--- src/rtl/booth_shift_reg.sv ---
// Product/partial-remainder register for the iterative multdiv datapath:
// parallel load, upper-field write-back, arithmetic right shift and a step counter.
module booth_shift_reg #(
  parameter  int WIDTH = 65,
  parameter  int UPPER = 32,
  parameter  int SHAMT = 2,
  parameter  int STEPS = 16,
  localparam int CW    = $clog2(STEPS + 1)
) (
  input  logic             clock,
  input  logic             ctrl_reset,
  input  logic             start,
  input  logic [WIDTH-1:0] data_in,
  input  logic             step,
  input  logic             upper_we,
  input  logic [UPPER-1:0] upper_in,
  output logic [WIDTH-1:0] data_out,
  output logic             busy,
  output logic             done,
  output logic [CW-1:0]    count
);

  typedef enum logic {IDLE, BUSY} state_t;

  // Mask form keeps UPPER == WIDTH legal (no empty lower slice).
  localparam logic [WIDTH-1:0] ONES    = '1;
  localparam logic [WIDTH-1:0] HI_MASK = ~(ONES >> UPPER);
  localparam logic [CW-1:0]    LAST    = CW'(STEPS);

  state_t           state_q, state_d;
  logic [WIDTH-1:0] data_q, data_d;
  logic [CW-1:0]    count_q, count_d;
  logic             busy_q, busy_d;
  logic             done_q, done_d;

  logic [WIDTH-1:0] upper_ext;
  logic [WIDTH-1:0] merged;
  logic [WIDTH-1:0] shifted;
  logic [CW-1:0]    count_inc;

  always_comb begin
    upper_ext = WIDTH'(upper_in) << (WIDTH - UPPER);
    merged    = upper_we ? ((data_q & ~HI_MASK) | upper_ext) : data_q;
    shifted   = $signed(merged) >>> SHAMT;
    count_inc = count_q + CW'(1);
  end

  always_comb begin
    state_d = state_q;
    data_d  = data_q;
    count_d = count_q;
    busy_d  = busy_q;
    done_d  = 1'b0;
    if (start) begin
      state_d = BUSY;
      data_d  = data_in;
      count_d = '0;
      busy_d  = 1'b1;
    end else if (state_q == BUSY) begin
      if (step) begin
        data_d  = shifted;
        count_d = count_inc;
        if (count_inc == LAST) begin
          state_d = IDLE;
          busy_d  = 1'b0;
          done_d  = 1'b1;
        end
      end else if (upper_we) begin
        data_d = merged;
      end
    end
  end

  always_ff @(posedge clock or posedge ctrl_reset) begin
    if (ctrl_reset) begin
      state_q <= IDLE;
      data_q  <= '0;
      count_q <= '0;
      busy_q  <= 1'b0;
      done_q  <= 1'b0;
    end else begin
      state_q <= state_d;
      data_q  <= data_d;
      count_q <= count_d;
      busy_q  <= busy_d;
      done_q  <= done_d;
    end
  end

  assign data_out = data_q;
  assign count    = count_q;
  assign busy     = busy_q;
  assign done     = done_q;

endmodule

--- config.mk ---
export PLATFORM = sky130hd
export DESIGN_NAME = booth_shift_reg
export DESIGN_NICKNAME = d
export VERILOG_FILES = /design/src/rtl/booth_shift_reg.sv
export SDC_FILE = /design/constraint.sdc
export NUM_CORES = 1
export LEC_CHECK = 0
export CAP_MARGIN = 40
export CORE_MARGIN = 4
export CORE_UTILIZATION = 47
export DETAILED_ROUTE_END_ITERATION = 8
export PLACE_DENSITY = 0.89
export SLEW_MARGIN = 20
export SYNTH_ARGS = -nofsm -noshare
export SYNTH_HDL_FRONTEND = slang
export SYNTH_SLANG_ARGS = --single-unit
--- constraint.sdc ---
create_clock -name clock -period 4.2 [get_ports clock]
set_input_delay 1.26 -clock clock [delete_from_list [all_inputs] [get_ports clock]]
set_output_delay 1.26 -clock clock [all_outputs]
set_load 0.05 [all_outputs]
==> flow_summary_export.csv, run 1 <==
group,metric,value,unit
status,status,"completed",
floorplan,rows,34,
critical_path,cp.buffers_inverters,1,
critical_path,crit_fanout,6,
place,gp_congestion,0.8880,
clocking,clockRootBuffer,"clkbuf_8",
power_and_ir_drop,vdd_ir_drop_max,0.0002115,V
hold_path,min-delay-path-class,"register to register",
floorplan,coreArea,0.008763,mm2
global_route,grt_pass1_wl,18880,um
final_layout,final_cells,676,
critical_path,critical_path_arrival,1.65,ns
final_layout,nets,667,
global_route,use_met2,0.3656,
clocking,post_cts_resized,0,
final_layout,drive_gt1_frac,0.1056,
sta,finalHoldViolations,0,
critical_path,cp-start-kind,"register",
route,dr.first_iter.drc_count,96,
synth,synthTopCellsByArea,"dfrtp_1 43%, mux2i_1 14%, mux2_4 8.8%",
global_route,overflow,0,
sta,period_needed,2.908,ns
global_route,grt_pass1_vias,3795,
critical_path,worst-setup-path-type,"register to output pin",
synth,avgSynthCellArea,10.51,um2
floorplan,die_x,103.0,um
synth,synth_top_area_cell,"dfrtp_1",
global_route,grt_max_degree,73,
sta,relSlewSlack,0.6029,
critical_path,cp_cell_sequence,"clkdlybuf4s50_1",
clocking,cts.sinks,73,
route,avgRoutedWirePerCell,17.78,um
synth,ys_seq_elements,73,
route,first_pass_iters,4,
floorplan,die-area,0.01061,mm2
global_route,track_usage,0.2262,
sta,fmax,0.3438,GHz
run,drv_cap,0,
floorplan,initial_core_util,0.4843,
final_layout,fill_cells,634,
clocking,numCtsBuffers,9,
critical_path,cpPeakStageDelay,0.85,ns
sta,period_share,0.6925,
sta,setup_viol,0,
global_route,antenna_found_initial,0,
synth,yosysWarningCount,0,
synth,syn_area,0.004244,mm2
route,ant_nets,0,
clocking,clkTransAtPathRegs,0.07,ns
place,port_buffers,173,
clocking,htreeDepth,3,
final_layout,area_delta_synth_final,46.26,%
route,avgViaCountPerCell,5.533,
power_and_ir_drop,powerDensity,359.2,mW/mm2
critical_path,crit_slowest_cell,"clkdlybuf4s50_1",
global_route,busiest_layer,"met2",
synth,ys_types,38,
sta,fin_setup_tns,0,ns
synth,syn_nets,508,
critical_path,critPathTopFamily,"buffers and inverters",
clocking,tritoncts,"yes",
critical_path,crit_required,2.94,ns
synth,async_flop_share,1.000,
power_and_ir_drop,p_leak,2.760,nW
final_layout,antenna_cells,0,
route,drt_wl_total,12020,um
synth,ys_seq_area_frac,0.4304,
floorplan,ioPinCount,174,
clocking,clk_latency,0.34,ns
synth,synth_enable_flop_cells,0,
clocking,clk_path_buf_depth,2,
place,dp.cells,659,
route,drc,0,
clocking,cts_setup_buffers,0,
sta,fin_skew,0.01236,ns
sta,rsz0062_at_grt,"false",
critical_path,worstSetupEndpointType,"output pin",
global_route,gr-usage-met3,0.09269,
synth,synthFlopType,"dfrtp_1",
clocking,ctsHoldBuffers,0,
synth,synth_top_area_share,0.4304,
floorplan,die_height,103.0,um
sta,worst_pin_slew,0.5957,ns
global_route,globalRouteMet1Util,0.2833,
route,vias,3740,
place,dpl.hpwl,8744,um
sta,report.final.slew_viol_count,0,
synth,synthCells,404,
placed cells by master (no fill, tap or decap), types with 3 or more instances in the layout:
cell type / synthesis / routed
clkdlybuf4s50_1: 0 / 171
dfrtp_1: 73 / 73
nand2_1: 69 / 69
mux2i_1: 60 / 60
o21ai_0: 37 / 37
nand2b_1: 27 / 27
o221ai_1: 27 / 27
mux2_4: 25 / 25
clkbuf_8: 0 / 10
buf_4: 9 / 7
nor2_1: 6 / 6
mux2_2: 5 / 5
a21oi_1: 4 / 4
a31oi_1: 3 / 3
nand3_1: 3 / 3
buf_12: 0 / 3
logic make-up (layout without fill, tap and decap cells):
family / after synthesis / in the layout / share of synthesized area
adders and majority gates: 2 / 2 / 0.005895
xor gates and xnor gates: 4 / 4 / 0.008256
muxes: 91 / 91 / 0.2459
and+or+nand+nor: 118 / 118 / 0.1291
AOI/OAI and AO/OA: 80 / 80 / 0.1265
DFF: 73 / 73 / 0.4304
buffers and inverters: 36 / 200 / 0.05395
cell type report:
cell class	count	area, um2	share of cell area
multi-input cells	295	2188	0.3526
inverters	2	7.507	0.001209
repair buffers	182	1829	0.2947
well taps	108	135.1	0.02177
clock buffers	11	141.4	0.02278
flip-flops and latches	73	1827	0.2943
clock inverters	5	78.83	0.01270
routing by layer:
| metal | part of all wire | up-vias | routed length [um] |
|---|---|---|---|
| met5 | 0 | - | 0 |
| met4 | 0.0087 | 0 | 105 |
| met3 | 0.12 | 11 | 1431 |
| met2 | 0.47 | 170 | 5622 |
| met1 | 0.40 | 1792 | 4858 |
| li1 | - | 1767 | - |
synth_stat cells (3+ instances only):
| cell type | count |
|---|---|
| dfrtp_1 | 73 |
| nand2_1 | 69 |
| mux2i_1 | 60 |
| o21ai_0 | 37 |
| nand2b_1 | 27 |
| o221ai_1 | 27 |
| mux2_4 | 25 |
| buf_2 | 12 |
| buf_4 | 9 |
| clkbuf_1 | 8 |
| nor2_1 | 6 |
| mux2_2 | 5 |
| a21oi_1 | 4 |
| a31oi_1 | 3 |
| buf_6 | 3 |
| nand3_1 | 3 |
power by group:
part	internal [mW]	leakage, nW	total (mW)	switching, mW
Sequential	0.775	0.893	0.844	0.0689
Clock	0.350	0.113	0.612	0.261
Combinational	0.330	1.75	0.774	0.443
sequential cells by signal, indices dropped and copies added, names as in the netlist:
register and flops:
data_out 65, count 5, busy 1, done 1, state_q 1
final timing paths:
path | startpoint | to | slack [ns] | cells past startpoint
max | count[0] | count[0] | 1.29 | 1
min | data_out[49] | data_out[49] | 0.55 | 1
max reg2reg | state_q | data_out[1] | 2.42 | 4
min reg2reg | data_out[49] | data_out[49] | 0.55 | 1
max in group asynchronous | ctrl_reset | data_out[4] | 2.45 | 4
min in group asynchronous | ctrl_reset | data_out[62] | 1.10 | 2
stage by stage:
step	utilization	hold WS, ns	instance area, um2	worst slack, ns	power, mW
4_1_cts	0.7060	0.5438	6187	1.257	2.245
5_1_grt	0.7083	0.5623	6207	1.195	2.339
2_1_floorplan	-	0.5458	4244	1.087	1.321
3_3_place_gp	0.6786	0.5112	5947	0.7905	1.614
6_report	0.7083	0.5452	6207	1.292	2.229
3_5_place_dp	0.6809	0.5219	5967	0.9834	1.629
Power figures use the tool's default switching activity.
==> inputs of run 2 (changes only) <==
--- a/config.mk
+++ b/config.mk
@@ -7,9 +7,9 @@
 export LEC_CHECK = 0
 export CAP_MARGIN = 40
 export CORE_MARGIN = 4
-export CORE_UTILIZATION = 47
+export CORE_UTILIZATION = 44
 export DETAILED_ROUTE_END_ITERATION = 8
-export PLACE_DENSITY = 0.89
+export PLACE_DENSITY = 0.84
 export SLEW_MARGIN = 20
 export SYNTH_ARGS = -nofsm -noshare
 export SYNTH_HDL_FRONTEND = slang
==> constraint.sdc (replaced) <==
create_clock -name clock -period 2.81 [get_ports clock]
set_input_delay 0.843 -clock clock [delete_from_list [all_inputs] [get_ports clock]]
set_output_delay 0.843 -clock clock [all_outputs]
set_load 0.05 [all_outputs]
==> flow_summary_export.csv, run 2 (synthesized netlist as in run 1, its figures left out) <==
group,metric,value,unit
global_route,track_usage,0.2189,
floorplan,die_x,106.2,um
place,dp.cells,686,
final_layout,final_cell_area,0.006279,mm2
route,ant_nets,0,
route,first_pass_iters,4,
sta,setup_viol,0,
sta,report.final.slew_viol_count,0,
clocking,clockRootBuffer,"clkbuf_8",
final_layout,most-common-layout-cells,"171 x clkdlybuf4s50_1, 73 x dfrtp_1, 69 x nand2_1",
final_layout,area_delta_synth_final,47.94,%
critical_path,critPathTopFamily,"buffers and inverters",
clocking,numCtsBuffers,9,
route,avgRoutedWirePerCell,17.79,um
critical_path,worst-setup-path-type,"register to output pin",
route,avgViaCountPerCell,5.402,
sta,fin_skew,0.01719,ns
route,vias,3792,
sta,fin_setup_tns,0,ns
final_layout,final_common_cell,"clkdlybuf4s50_1",
critical_path,reg2regPathDepth,4,
place,dpl.hpwl,9226,um
global_route,grt_pass1_vias,3881,
hold_path,hold_end,"data_out[61]",
final_layout,multi_input_area,0.002188,mm2
global_route,grt_pass1_wl,19720,um
power_and_ir_drop,vdd_ir_drop_max,0.0003199,V
final_layout,antenna_cells,0,
place,gp_congestion,0.8205,
floorplan,ioPinCount,174,
critical_path,cp_cell_sequence,"clkdlybuf4s50_1",
route,dr.first_iter.drc_count,143,
route,drc,0,
clocking,cts_setup_buffers,0,
place,dpl_cell_area,0.006063,mm2
sta,period_share,0.8938,
clocking,htreeDepth,3,
sta,fmax,0.3982,GHz
power_and_ir_drop,total_power,3.313,mW
critical_path,r2r_start,"state_q",
clocking,post_cts_resized,0,
clocking,ctsHoldBuffers,0,
clocking,tritoncts,"yes",
floorplan,initial_core_util,0.4550,
critical_path,rrSetupSlack,1.11,ns
sta,worst_pin_slew,0.5615,ns
critical_path,cp.buffers_inverters,1,
hold_path,whs_path_depth,1,
route,drt_wl_total,12490,um
place,preCtsSetupSlack,0.3296,ns
sta,worst_slack,0.2984,ns
clocking,cts.sinks,73,
critical_path,cpPeakStageDelay,0.85,ns
critical_path,crit_fanout,6,
hold_path,hold_start,"data_out[61]",
critical_path,critical_path_arrival,1.67,ns
run,drv_cap,0,
sta,finalHoldViolations,0,
floorplan,coreArea,0.009328,mm2
final_layout,fill_cells,732,
status,status,"completed",
clocking,clk_path_buf_depth,2,
critical_path,r2r-end,"data_out[60]",
floorplan,die_height,106.2,um
critical_path,crit_slowest_cell,"clkdlybuf4s50_1",
place,port_buffers,173,
floorplan,die-area,0.01128,mm2
clocking,clkTransAtPathRegs,0.09,ns
clocking,clk_latency,0.34,ns
critical_path,worstSetupEndpointType,"output pin",
global_route,grt_max_degree,42,
final_layout,nets,672,
sta,period_needed,2.512,ns
critical_path,cp-start-kind,"register",
critical_path,crit_required,1.97,ns
power_and_ir_drop,p_leak,2.778,nW
final_layout,final_cells,702,
final_layout,seqCellArea,0.001827,mm2
final_layout,drive_gt1_frac,0.1152,
final_layout,largest_reg_flops,65,
floorplan,rows,35,
power_and_ir_drop,powerDensity,527.7,mW/mm2
sta,rsz0062_at_grt,"false",
global_route,antenna_found_initial,0,
hold_path,min-delay-path-class,"register to register",
sta,relSlewSlack,0.6245,
global_route,overflow,0,
[run 2: stage by stage]
step	utilization	hold WS, ns
final	0.6731	0.5294
after global routing	0.6731	0.5569
after CTS	0.6731	0.5372
after detailed placement	0.6500	0.5131
after global placement	0.6500	0.5155
after floorplan	-	0.5458
[run 2: area by class of cell]
cell class / instances / share of cell area
clock inverters: 4 / 0.007971
clock buffers: 12 / 0.02631
flip-flops and latches: 73 / 0.2910
repair buffers: 187 / 0.2993
multi-input cells: 295 / 0.3485
well taps: 129 / 0.02571
inverters: 2 / 0.001196
[run 2: power by group]
group	internal [mW]	switching, mW	total, mW	leakage, nW
sequential	1.16	0.103	1.26	0.893
clock	0.482	0.402	0.884	0.105
combinational	0.500	0.667	1.17	1.78
total	2.14	1.17	3.31	2.78
[run 2: worst max path at each step]
stage                     from      endpoint  slack [ns]  cells after the start
floorplan           ctrl_reset          busy        0.11                      1
global placement          step  data_out[61]        0.35                      6
detailed placement        step  data_out[61]        0.33                      6
CTS                   count[0]      count[0]        0.27                      1
global route          count[0]      count[0]        0.24                      1
finish                count[0]      count[0]        0.30                      1
[run 2: per-layer routing]
| layer | global-route usage | vias up | wire, um |
|---|---|---|---|
| li1 | - | 1770 | - |
| met5 | 0 | - | 0 |
| met1 | 0.2643 | 1825 | 5190 |
| met2 | 0.3692 | 186 | 5855 |
| met3 | 0.07954 | 11 | 1319 |
| met4 | 0.05828 | 0 | 127 |
